==> src/rtl/key_frontend.sv <==
// key_frontend -- keypad input stage for the lock sequence detector.
//
// Takes two raw, asynchronous, bouncy push-buttons and turns each accepted
// press into a single-cycle symbol code for the detector. Each key is
// synchronised through two flops and then debounced. A press that overlaps
// the other key is rejected and reported as a conflict.
//
// Optional build macro:
//   KEY_LOCKOUT_EN  - after a conflict, discard all presses for
//                     LOCKOUT_CYCLES cycles and drive 'locked' high during
//                     that window. When undefined, 'locked' is tied low and
//                     a conflict only pulses err_conflict.
//
// Parameters:
//   DB_CYCLES       consecutive stable samples needed to accept a change (>=2)
//   CNT_W           width of the debounce and lockout counters
//   LOCKOUT_CYCLES  length of the conflict lockout window
//
// Ports:
//   clk           system clock, rising edge
//   rst_n         synchronous active-low reset
//   key_a, key_b  raw buttons, asynchronous, active-high
//   sym           00 none, 01 'a', 10 'b' (11 never driven)
//   sym_valid     high exactly when sym != 00
//   err_conflict  one-cycle pulse when a press is rejected as a conflict
//   locked        high while the conflict lockout is active
module key_frontend #(
  parameter int DB_CYCLES      = 4,
  parameter int CNT_W          = 8,
  parameter int LOCKOUT_CYCLES = 16
) (
  input  logic       clk,
  input  logic       rst_n,
  input  logic       key_a,
  input  logic       key_b,
  output logic [1:0] sym,
  output logic       sym_valid,
  output logic       err_conflict,
  output logic       locked
);

  // Reject parameter sets the counters cannot represent.
  if (DB_CYCLES < 2 || LOCKOUT_CYCLES < 1 ||
      DB_CYCLES > (2 ** CNT_W) || LOCKOUT_CYCLES > (2 ** CNT_W)) begin : g_bad_params
    $error("key_frontend: invalid DB_CYCLES/LOCKOUT_CYCLES/CNT_W combination");
  end

  localparam logic [CNT_W-1:0] DB_LAST = CNT_W'(DB_CYCLES - 1);

  // Bit 0 carries key 'a', bit 1 carries key 'b' throughout.
  logic [1:0]       key_raw;
  logic [1:0]       s1;
  logic [1:0]       s2;
  logic [1:0]       db;
  logic [CNT_W-1:0] cnt [2];

  logic [1:0] press;
  logic       conflict;
  logic       lock_hold;
  logic [1:0] sym_d;
  logic       err_d;

  assign key_raw = {key_b, key_a};

  always_ff @(posedge clk) begin
    if (!rst_n) begin
      s1 <= '0;
      s2 <= '0;
    end else begin
      s1 <= key_raw;
      s2 <= s1;
    end
  end

  // cnt counts consecutive s2 samples that disagree with db; any agreeing
  // sample restarts it, so a glitch can never be accepted.
  always_ff @(posedge clk) begin
    if (!rst_n) begin
      db     <= '0;
      cnt[0] <= '0;
      cnt[1] <= '0;
    end else begin
      for (int i = 0; i < 2; i++) begin
        if (s2[i] == db[i]) begin
          cnt[i] <= '0;
        end else if (cnt[i] == DB_LAST) begin
          db[i]  <= s2[i];
          cnt[i] <= '0;
        end else begin
          cnt[i] <= cnt[i] + 1'b1;
        end
      end
    end
  end

  // A press is the cycle just before db rises; releases never produce one.
  assign press[0] = s2[0] & ~db[0] & (cnt[0] == DB_LAST);
  assign press[1] = s2[1] & ~db[1] & (cnt[1] == DB_LAST);

  assign conflict = (press[0] & press[1]) |
                    (press[0] & db[1]) |
                    (press[1] & db[0]);

`ifdef KEY_LOCKOUT_EN
  localparam logic [CNT_W-1:0] LOCK_LAST = CNT_W'(LOCKOUT_CYCLES - 1);

  logic [CNT_W-1:0] lock_cnt;

  // Loaded with LOCKOUT_CYCLES-1 so locked is high for exactly
  // LOCKOUT_CYCLES cycles, starting alongside the err_conflict pulse.
  // Conflicts are only seen while unlocked, so the window never restarts.
  always_ff @(posedge clk) begin
    if (!rst_n) begin
      locked   <= 1'b0;
      lock_cnt <= '0;
    end else if (locked) begin
      if (lock_cnt == '0) begin
        locked <= 1'b0;
      end else begin
        lock_cnt <= lock_cnt - 1'b1;
      end
    end else if (conflict) begin
      locked   <= 1'b1;
      lock_cnt <= LOCK_LAST;
    end
  end

  assign lock_hold = locked;
`else
  assign locked    = 1'b0;
  assign lock_hold = 1'b0;
`endif

  always_comb begin
    sym_d = 2'b00;
    err_d = 1'b0;
    if (!lock_hold) begin
      if (conflict) begin
        err_d = 1'b1;
      end else if (press[0]) begin
        sym_d = 2'b01;
      end else if (press[1]) begin
        sym_d = 2'b10;
      end
    end
  end

  always_ff @(posedge clk) begin
    if (!rst_n) begin
      sym          <= 2'b00;
      sym_valid    <= 1'b0;
      err_conflict <= 1'b0;
    end else begin
      sym          <= sym_d;
      sym_valid    <= (sym_d != 2'b00);
      err_conflict <= err_d;
    end
  end

endmodule

==> config.mk <==
export PLATFORM = sky130hd
export DESIGN_NAME = key_frontend
export DESIGN_NICKNAME = d
export VERILOG_FILES = /design/src/rtl/key_frontend.sv
export SDC_FILE = /design/constraint.sdc
export NUM_CORES = 1
export LEC_CHECK = 0
export ABC_AREA = 1
export CAP_MARGIN = 5
export CORE_UTILIZATION = 55
export CTS_BUF_LIST = sky130_fd_sc_hd__clkbuf_8
export DETAILED_ROUTE_END_ITERATION = 8
export MAX_ROUTING_LAYER = met4
export PLACE_DENSITY = 0.75
export SLEW_MARGIN = 20
export SYNTH_ARGS = -nofsm -noshare
export SYNTH_HDL_FRONTEND = slang
export SYNTH_SLANG_ARGS = --single-unit
==> constraint.sdc <==
create_clock -name clk -period 4.2 [get_ports clk]
set_clock_uncertainty 0.05 [all_clocks]
set_input_delay 0.84 -clock clk [delete_from_list [all_inputs] [get_ports clk]]
set_output_delay 0.84 -clock clk [all_outputs]
set_load 0.005 [all_outputs]
==> results by group, run 1 <==
Status
  – Status: finished clean

Hold path
  – Hold Crit Class: flop to flop
  – Worst hold start: s1[0]$_SDFF_PN0_

CTS
  – CTS buffer count: 3
  – Clk sinks: 26
  – Clock Latency Late Sink: around 0.26 ns
  – Clock Tree Buf Depth: 2
  – Post-CTS Resized: 0
  – TritonCTS clock tree: built
  – Reg clk slew, reported paths: about 0.09 ns
  – Post-CTS Setup Inserts: 0
  – # hold bufs at CTS: 0
  – H-tree level count: 1
  – Root Buffer: clkbuf_8

Placed design
  – Number of buffers added on ports: 7
  – Final GP Congestion: a little under 0.9
  – Detail Placement HPWL: 1510 microns

Worst setup path
  – CP Capture Type: output pin
  – Crit Path Max Fanout: 1
  – Master of the slowest instance on the critical path: clkdlybuf4s50_1
  – RR Startpoint: cnt[0][0]$_SDFFCE_PN0P_
  – Crit path max-delay family: buffers and inverters
  – Startpoint types: flop
  – Cells along the critical path: clkdlybuf4s50_1
  – Critical path arrival: roughly 1.1 ns
  – Max incr delay on CP: 0.50 ns
  – Req. time, crit path: around 3.3 ns
  – Worst Path Class, Setup: flop to output pin
  – Crit path buf inv count: 1
  – Worst Setup SP: sym[1]$_SDFF_PN0_

Floorplan
  – Die Area: around 2500 sq um
  – Core box area: 2210 sq um
  – Initial cell density of the core: 0.583
  – Row count: 17
  – Ports: 9
  – Die width: a little over 50 microns
  – Die Y: approximately 50 microns

Timing
  – Slew Limit Fails: 0
  – Final Critical Period: 1.97 ns
  – RSZ-0062 raised after global routing: false
  – Highest clock rate: 508 MHz
  – Final Hold Fails: 0
  – Final setup viols: 0
  – Period utilization: 0.469
  – Setup_tns: 0 ns

Drt
  – Total Wirelength: 1940 microns
  – Drt wl/cell: 9.94 microns
  – Post-route ant nets: 0
  – Violation count after the first detailed-routing iteration: 31
  – First drt pass iteration count: 4
  – Via-to-Cell Ratio: between 4 and 5
  – Via Count: 944
  – # DRC: 0

Cells and area
  – Synth-to-layout area growth: 15.8%
  – Share of cells above drive strength 1: 0.114
  – Final Util: 0.675
  – Diodes inserted: 0
  – Nets: around 180

Yosys
  – Syn Inst Count: 143
  – Post-Syn Area: roughly 1300 sq um
  – EDFF count, synth: 16
  – Synth cell types: 27
  – Synthesized flop and latch total: 26
  – Yosys top cell by area: edfxtp_1
  – Top cells by area, synth: edfxtp_1, dfxtp_1, nand2_1
  – Register area share after synthesis: 0.528
  – Ys flop type: edfxtp_1
  – Share of the synthesized area in the top cell type: 0.373
  – Syn. warnings: 0
  – Top cells by count, synth: nand2_1, inv_1, nor2_1
  – Count leader, synth: nand2_1
  – Avg Cell Area, Syn: between 9 and 10 sq um
  – FFs w/ async S/R, synth: 0

Global route
  – Number of global-route vias before repair: around 880
  – GRT Overall Usage: 0.188
  – Initial antenna violation count: 0
  – First-pass GRT wire length: between 3000 and 4000 microns
  – Total grt overflow: 0
  – Pin count of the biggest net entering global routing: 15

Power
  – Int Pwr: 373 uW
  – Psw: approximately 96 uW
  – Static Leak: roughly 0.68 nW
  – Sequential group share of total power: 0.610
  – Clock power frac: 0.333
  – Comb pwr share: 0.056
  – Sw frac: 0.205
  – Peak VDD IR: ~0.26 mV
  – Total power divided by cell area: ~310 nW/um^2

Job
  – Max Cap Viol: 0
==> final cells by class <==
type	count	area (sq um)
fillers	186	719
multi-input cells	106	562
flip-flops and latches	26	681
clock buffers	4	55.1
repair buffers	7	70.1
well taps	28	35.0
inverters	24	90.1
==> path summary, 6_finish.rpt <==
path / endpoint / slack (ns) / depth (start not counted)
min reg2reg: s2[0]$_SDFF_PN0_ / 0.37 / 2
min: s2[0]$_SDFF_PN0_ / 0.37 / 2
max: sym[1] / 2.23 / 1
max reg2reg: cnt[0][7]$_SDFFCE_PN0P_ / 2.61 / 10
==> power by group through the flow <==
stage               combinational (mW)  sequential (mW)  clock (mW)
finish                          0.0265            0.286       0.156
detailed placement              0.0261            0.292           0
global placement                0.0254            0.291           0
CTS                             0.0263            0.286       0.162
global route                    0.0310            0.287       0.173
floorplan                       0.0213            0.290           0
==> logic make-up (layout without fill, tap and decap cells) <==
logic type,count (synthesis),after routing,share of synthesized area
compound gates,8,8,0.0320
xor+xnor,4,4,0.0272
fa+ha+maj,4,4,0.0388
buf+inv,26,35,0.0796
flops,26,26,0.528
other cells,2,17,0.00583
simple gates,73,73,0.288
==> cells in the final DEF, fill, tap and decap left out, drive strengths merged <==
master and instances:
and3 1, or2 1, a21oi 5, o21ai 2, nand4 3, nand2 26
a31oi 1, nand3 9, edfxtp 16, inv 24, dfxtp 10, nor3 6
ha 4, clkbuf 4, xnor2 2, nor3b 2, conb 17, nand3b 1
xor2 2, clkdlybuf4s50 7, nor2 24
==> through the flow <==
stage / cell area (sq um) / setup WS [ns] / hold WS, ns / cells / power (mW)
6_report: 1490 / 2.23 / 0.373 / 195 / 0.469
5_1_grt: 1490 / 2.18 / 0.395 / 195 / 0.491
4_1_cts: 1490 / 2.22 / 0.379 / 195 / 0.475
3_5_place_dp: 1440 / 2.03 / 0.358 / 191 / 0.318
3_3_place_gp: 1440 / 2.09 / 0.346 / 191 / 0.317
2_1_floorplan: 1350 / 2.66 / 0.340 / 158 / 0.311
==> per-layer routing <==
layer / vias to the layer above / GRT usage / part of all wire
met5: - / - / 0
met4: 0 / 0.0556 / 0.0098
met3: 4 / 0.0364 / 0.022
met2: 12 / 0.338 / 0.51
met1: 437 / 0.210 / 0.45
li1: 491 / - / -
==> sequential cells by signal (all words and copies together), names as in the netlist <==
register	flops
cnt	16
db	2
s1	2
s2	2
sym	2
err_conflict	1
sym_valid	1
==> worst reg2reg max path, delay by kind of cell (launching register included) <==
kind	cells	cell delay (ns)
flip-flops	1	0.39
adder cells (fa/ha/maj)	1	0.23
AND/OR/NAND/NOR	5	0.46
buffers and inverters	4	0.22
Note: power is estimated with default switching activity, not from simulation.
==> inputs of run 2 (changes only) <==
--- a/config.mk
+++ b/config.mk
@@ -7,11 +7,11 @@
 export LEC_CHECK = 0
 export ABC_AREA = 1
 export CAP_MARGIN = 5
-export CORE_UTILIZATION = 55
+export CORE_UTILIZATION = 54
 export CTS_BUF_LIST = sky130_fd_sc_hd__clkbuf_8
 export DETAILED_ROUTE_END_ITERATION = 8
 export MAX_ROUTING_LAYER = met4
-export PLACE_DENSITY = 0.75
+export PLACE_DENSITY = 0.77
 export SLEW_MARGIN = 20
 export SYNTH_ARGS = -nofsm -noshare
 export SYNTH_HDL_FRONTEND = slang
==> constraint.sdc (replaced) <==
create_clock -name clk -period 1.7 [get_ports clk]
set_clock_uncertainty 0.05 [all_clocks]
set_input_delay 0.34 -clock clk [delete_from_list [all_inputs] [get_ports clk]]
set_output_delay 0.34 -clock clk [all_outputs]
set_load 0.005 [all_outputs]
==> results by group, run 2 (synthesis results as in run 1) <==
Status
  – Status: finished clean

Timing
  – Period utilization: 0.919
  – RSZ-0062 raised after global routing: false
  – Highest clock rate: 640 MHz
  – Final Critical Period: between 1.5 and 2 ns
  – Final Hold Fails: 0
  – Final setup viols: 0
  – Setup_tns: 0 ns
  – Slew Limit Fails: 0

Cells and area
  – Synth-to-layout area growth: 16.4%
  – Fin cells: 196
  – Nets: roughly 180
  – Most frequent cells in the layout: nand2_1, inv_1, nor2_1, conb_1, edfxtp_1
  – Most common cell after layout, fill and taps aside: nand2_1
  – Max FFs per register: 16
  – Biggest register: cnt
  – Diodes inserted: 0
  – Share of cells above drive strength 1: 0.119

Worst setup path
  – Reg2reg end: cnt[0][7]$_SDFFCE_PN0P_
  – Most used cell, CP: inv_1
  – Worst Path Class, Setup: flop to flop
  – Max incr delay on CP: 0.39 ns
  – Crit Path Max Fanout: 8
  – Startpoint types: flop
  – Master of the slowest instance on the critical path: edfxtp_1
  – CP Capture Type: flop
  – Req. time, crit path: about 1.7 ns
  – R2R Setup Slk: roughly 0.14 ns
  – RR Startpoint: cnt[0][0]$_SDFFCE_PN0P_
  – FF-to-FF path depth: 10
  – Critical path arrival: around 1.6 ns
  – Cells along the critical path: ha_1, inv_2, nor2_1, inv_1, nor2_2, nand2_1, nand3_4, inv_1, nand3_1, inv_1

Hold path
  – Worst hold start: s1[0]$_SDFF_PN0_
  – Hold Crit Depth: 2
  – Hold Crit Class: flop to flop
  – Hold Crit Endpoint: s2[0]$_SDFF_PN0_

Floorplan
  – Die width: slightly above 50 microns
  – Row count: 17
  – Initial cell density of the core: 0.577
  – Die Y: slightly above 50 microns
  – Ports: 9
  – Core box area: around 2200 sq um
  – Die Area: roughly 2600 sq um

Global route
  – First-pass GRT wire length: ~3500 microns
  – Total grt overflow: 0
  – Initial antenna violation count: 0
  – Number of global-route vias before repair: approximately 910
  – GRT Overall Usage: 0.193
  – Pin count of the biggest net entering global routing: 15

CTS
  – Post-CTS Setup Inserts: 0
  – Clock Tree Buf Depth: 2
  – Clock Latency Late Sink: about 0.27 ns
  – # hold bufs at CTS: 0
  – Root Buffer: clkbuf_8
  – H-tree level count: 1
  – Reg clk slew, reported paths: 0.08 ns
  – CTS buffer count: 3
  – Post-CTS Resized: 0
  – Clk sinks: 26
  – TritonCTS clock tree: built

Power
  – Total power divided by cell area: between 700 and 800 nW/um^2
  – Peak VDD IR: between 0.6 and 0.7 mV
  – Static Leak: 0.689 nW

Drt
  – Violation count after the first detailed-routing iteration: 14
  – Via-to-Cell Ratio: ~4.8
  – Post-route ant nets: 0
  – Drt wl/cell: between 10 and 15 microns
  – Total Wirelength: 2040 microns
  – First drt pass iteration count: 4
  – Via Count: between 900 and 1000
  – # DRC: 0

Placed design
  – Final GP Congestion: roughly 0.90
  – Detail Placement HPWL: 1620 microns
  – Placed insts: between 150 and 200
  – Number of buffers added on ports: 7

Job
  – Max Cap Viol: 0
## run 2: power by group
group | total [mW] | switching, mW | internal (mW) | leakage (nW)
sequential | 0.707 | 0.0176 | 0.689 | 0.246
combinational | 0.0673 | 0.0412 | 0.0261 | 0.414
clock | 0.390 | 0.183 | 0.207 | 0.0288
## run 2: worst max path at each step
| stage | start | to |
|---|---|---|
| floorplan | cnt[0][0]$_SDFFCE_PN0P_ | cnt[0][7]$_SDFFCE_PN0P_ |
| global placement | rst_n | cnt[0][7]$_SDFFCE_PN0P_ |
| detailed placement | rst_n | cnt[1][5]$_SDFFCE_PN0P_ |
| CTS | cnt[0][0]$_SDFFCE_PN0P_ | cnt[0][7]$_SDFFCE_PN0P_ |
| global route | cnt[0][0]$_SDFFCE_PN0P_ | cnt[0][7]$_SDFFCE_PN0P_ |
| finish | cnt[0][0]$_SDFFCE_PN0P_ | cnt[0][7]$_SDFFCE_PN0P_ |
## run 2: layout make-up
class	instances	area [sq um]
tap	28	35.0
multi-input combinational	106	562
timing repair buffer	8	77.6
inverter	24	90.1
fill	170	733
clock buffer	4	55.1
sequential	26	681
## run 2: critical path, delay by kind of cell, from the launching register on
kind          cells  cell delay [ns]
fa+ha+maj         1             0.22
flops             1             0.39
buf+inv           4             0.22
simple gates      5             0.44
## run 2: layer usage
metal,vias up,share of wire,global-route usage
li1,492,-,-
met1,426,0.44,0.189
met2,12,0.52,0.360
met3,5,0.019,0.0268
met4,0,0.020,0.111
met5,-,0,-
## run 2: per-stage QoR
stage | setup slack (ns) | hold WS [ns] | cell area (sq um) | power [mW] | util
detailed placement | 0.129 | 0.352 | 1450 | 0.788 | 0.647
global route | 0.00899 | 0.396 | 1500 | 1.21 | 0.672
CTS | 0.142 | 0.370 | 1500 | 1.18 | 0.672
global placement | 0.182 | 0.344 | 1450 | 0.784 | 0.647
floorplan | 0.279 | 0.340 | 1350 | 0.769 | -
finish | 0.138 | 0.369 | 1500 | 1.16 | 0.672
==> inputs of run 3 (changes only) <==
--- a/config.mk
+++ b/config.mk
@@ -7,11 +7,12 @@
 export LEC_CHECK = 0
 export ABC_AREA = 1
 export CAP_MARGIN = 5
+export CORE_ASPECT_RATIO = 1.1
 export CORE_UTILIZATION = 54
 export CTS_BUF_LIST = sky130_fd_sc_hd__clkbuf_8
 export DETAILED_ROUTE_END_ITERATION = 8
 export MAX_ROUTING_LAYER = met4
-export PLACE_DENSITY = 0.77
+export PLACE_DENSITY = 0.82
 export SLEW_MARGIN = 20
 export SYNTH_ARGS = -nofsm -noshare
 export SYNTH_HDL_FRONTEND = slang
==> results by group, run 3 (synthesis results as in run 1) <==
Floorplan
  – Core box area: around 2300 sq um
  – Initial cell density of the core: 0.572
  – Row count: 18
  – Ports: 9
  – Die Area: between 2000 and 3000 sq um
  – Die width: just under 50 microns
  – Die Y: roughly 53 microns

Cells and area
  – Biggest register: cnt
  – Nets: approximately 180
  – Fill cells: 178
  – Multi-input logic area: 569 sq um
  – Max FFs per register: 16
  – Share of cells above drive strength 1: 0.141
  – Synth-to-layout area growth: 20.6%
  – Diodes inserted: 0
  – Most common cell after layout, fill and taps aside: nand2_1
  – Design area: 1550 sq um
  – Sequential Area: between 600 and 700 sq um
  – Most frequent cells in the layout: nand2_1, inv_1, nor2_1, conb_1, edfxtp_1

Worst setup path
  – Cells along the critical path: nor3_1, nand2_1, nand3_4, buf_12, a21oi_1
  – Req. time, crit path: about 1.7 ns
  – Critical path arrival: about 1.6 ns
  – Startpoint types: flop
  – Master of the slowest instance on the critical path: edfxtp_1
  – Crit path buf inv count: 1
  – Max incr delay on CP: approximately 0.5 ns
  – Worst Path Class, Setup: flop to flop
  – Crit path max-delay family: simple AND/OR/NAND/NOR gates
  – R2R Setup Slk: ~0.12 ns
  – CP Capture Type: flop
  – Crit Path Max Fanout: 5

Drt
  – Via-to-Cell Ratio: 4.77
  – Post-route ant nets: 0
  – First drt pass iteration count: 4
  – Violation count after the first detailed-routing iteration: 9
  – Drt wl/cell: about 11 microns
  – Total Wirelength: around 2300 microns
  – # DRC: 0
  – Via Count: between 900 and 1000

CTS
  – CTS buffer count: 3
  – Clock Latency Late Sink: around 0.27 ns
  – H-tree level count: 1
  – Reg clk slew, reported paths: roughly 0.090 ns
  – # hold bufs at CTS: 0
  – Clk sinks: 26
  – Clock Tree Buf Depth: 2
  – TritonCTS clock tree: built
  – Root Buffer: clkbuf_8

Timing
  – Final Hold Fails: 0
  – Setup_tns: 0 ns
  – Highest clock rate: approximately 630 MHz
  – Final Critical Period: ~1.6 ns
  – Slew Limit Fails: 0
  – Period utilization: 0.928
  – Final setup viols: 0
  – RSZ-0062 raised after global routing: false

Power
  – Peak VDD IR: 0.554 mV
  – Static Leak: 0.710 nW
  – Total power divided by cell area: roughly 830 nW/um^2

Placed design
  – Detail Placement HPWL: about 1700 microns
  – Final GP Congestion: between 0.8 and 0.9
  – DP Area: around 1400 sq um
  – Number of buffers added on ports: 7

Global route
  – First-pass GRT wire length: between 3000 and 4000 microns
  – Initial antenna violation count: 0
  – Pin count of the biggest net entering global routing: 16
  – GRT Overall Usage: 0.214
  – Total grt overflow: 0
  – Number of global-route vias before repair: 922

Hold path
  – Hold Crit Class: flop to flop

Status
  – Status: finished clean

Job
  – Max Cap Viol: 0
## run 3: worst min-delay path, delay by kind of cell (launching register included)
family | cells | cell delay, ns
and+or+nand+nor | 1 | 0.05
DFF | 1 | 0.31
buffers and inverters | 1 | 0.03
## run 3: cell type report
cell class | count | share of cell area
clock buffer | 3 | 0.0266
clock inverter | 1 | 0.0193
inverter | 24 | 0.0580
multi-input combinational | 106 | 0.366
sequential | 26 | 0.438
tap | 30 | 0.0242
timing repair buffer | 10 | 0.0676
## run 3: what timing repair did
| action | 4_1_cts | 5_1_grt |
|---|---|---|
| setup buffers | 0 | 2 |
| resized for setup | 0 | 3 |
| endpoints found under the setup margin | 0 | 2 |
## run 3: final timing paths
| check | from | endpoint | cells after the start |
|---|---|---|---|
| hold reg to reg | s1[0]$_SDFF_PN0_ | s2[0]$_SDFF_PN0_ | 2 |
| setup reg to reg | cnt[0][3]$_SDFFCE_PN0P_ | cnt[0][4]$_SDFFCE_PN0P_ | 5 |
| hold / removal | s1[0]$_SDFF_PN0_ | s2[0]$_SDFF_PN0_ | 2 |
| setup / recovery | cnt[0][3]$_SDFFCE_PN0P_ | cnt[0][4]$_SDFFCE_PN0P_ | 5 |
## run 3: stage by stage
stage / power, mW / instances / worst slack, ns / util / hold slack, ns
2_1_floorplan: 0.769 / 158 / 0.279 / - / 0.340
3_5_place_dp: 0.789 / 194 / 0.0707 / 0.643 / 0.355
3_3_place_gp: 0.784 / 194 / 0.172 / 0.643 / 0.343
5_1_grt: 1.34 / 200 / 0.0162 / 0.690 / 0.385
4_1_cts: 1.29 / 198 / 0.0671 / 0.674 / 0.376
6_report: 1.29 / 200 / 0.122 / 0.690 / 0.373
## run 3: power breakdown
part / internal, mW / switching, mW
sequential: 0.689 / 0.0176
clock: 0.315 / 0.193
combinational: 0.0303 / 0.0454
total: 1.03 / 0.256
## run 3: layer usage
| layer | global-route usage | routed length (microns) |
|---|---|---|
| met2 | 0.392 | 1210 |
| met5 | - | 0 |
| met1 | 0.217 | 970 |
| met3 | 0.0345 | 38 |
| met4 | 0.137 | 74 |
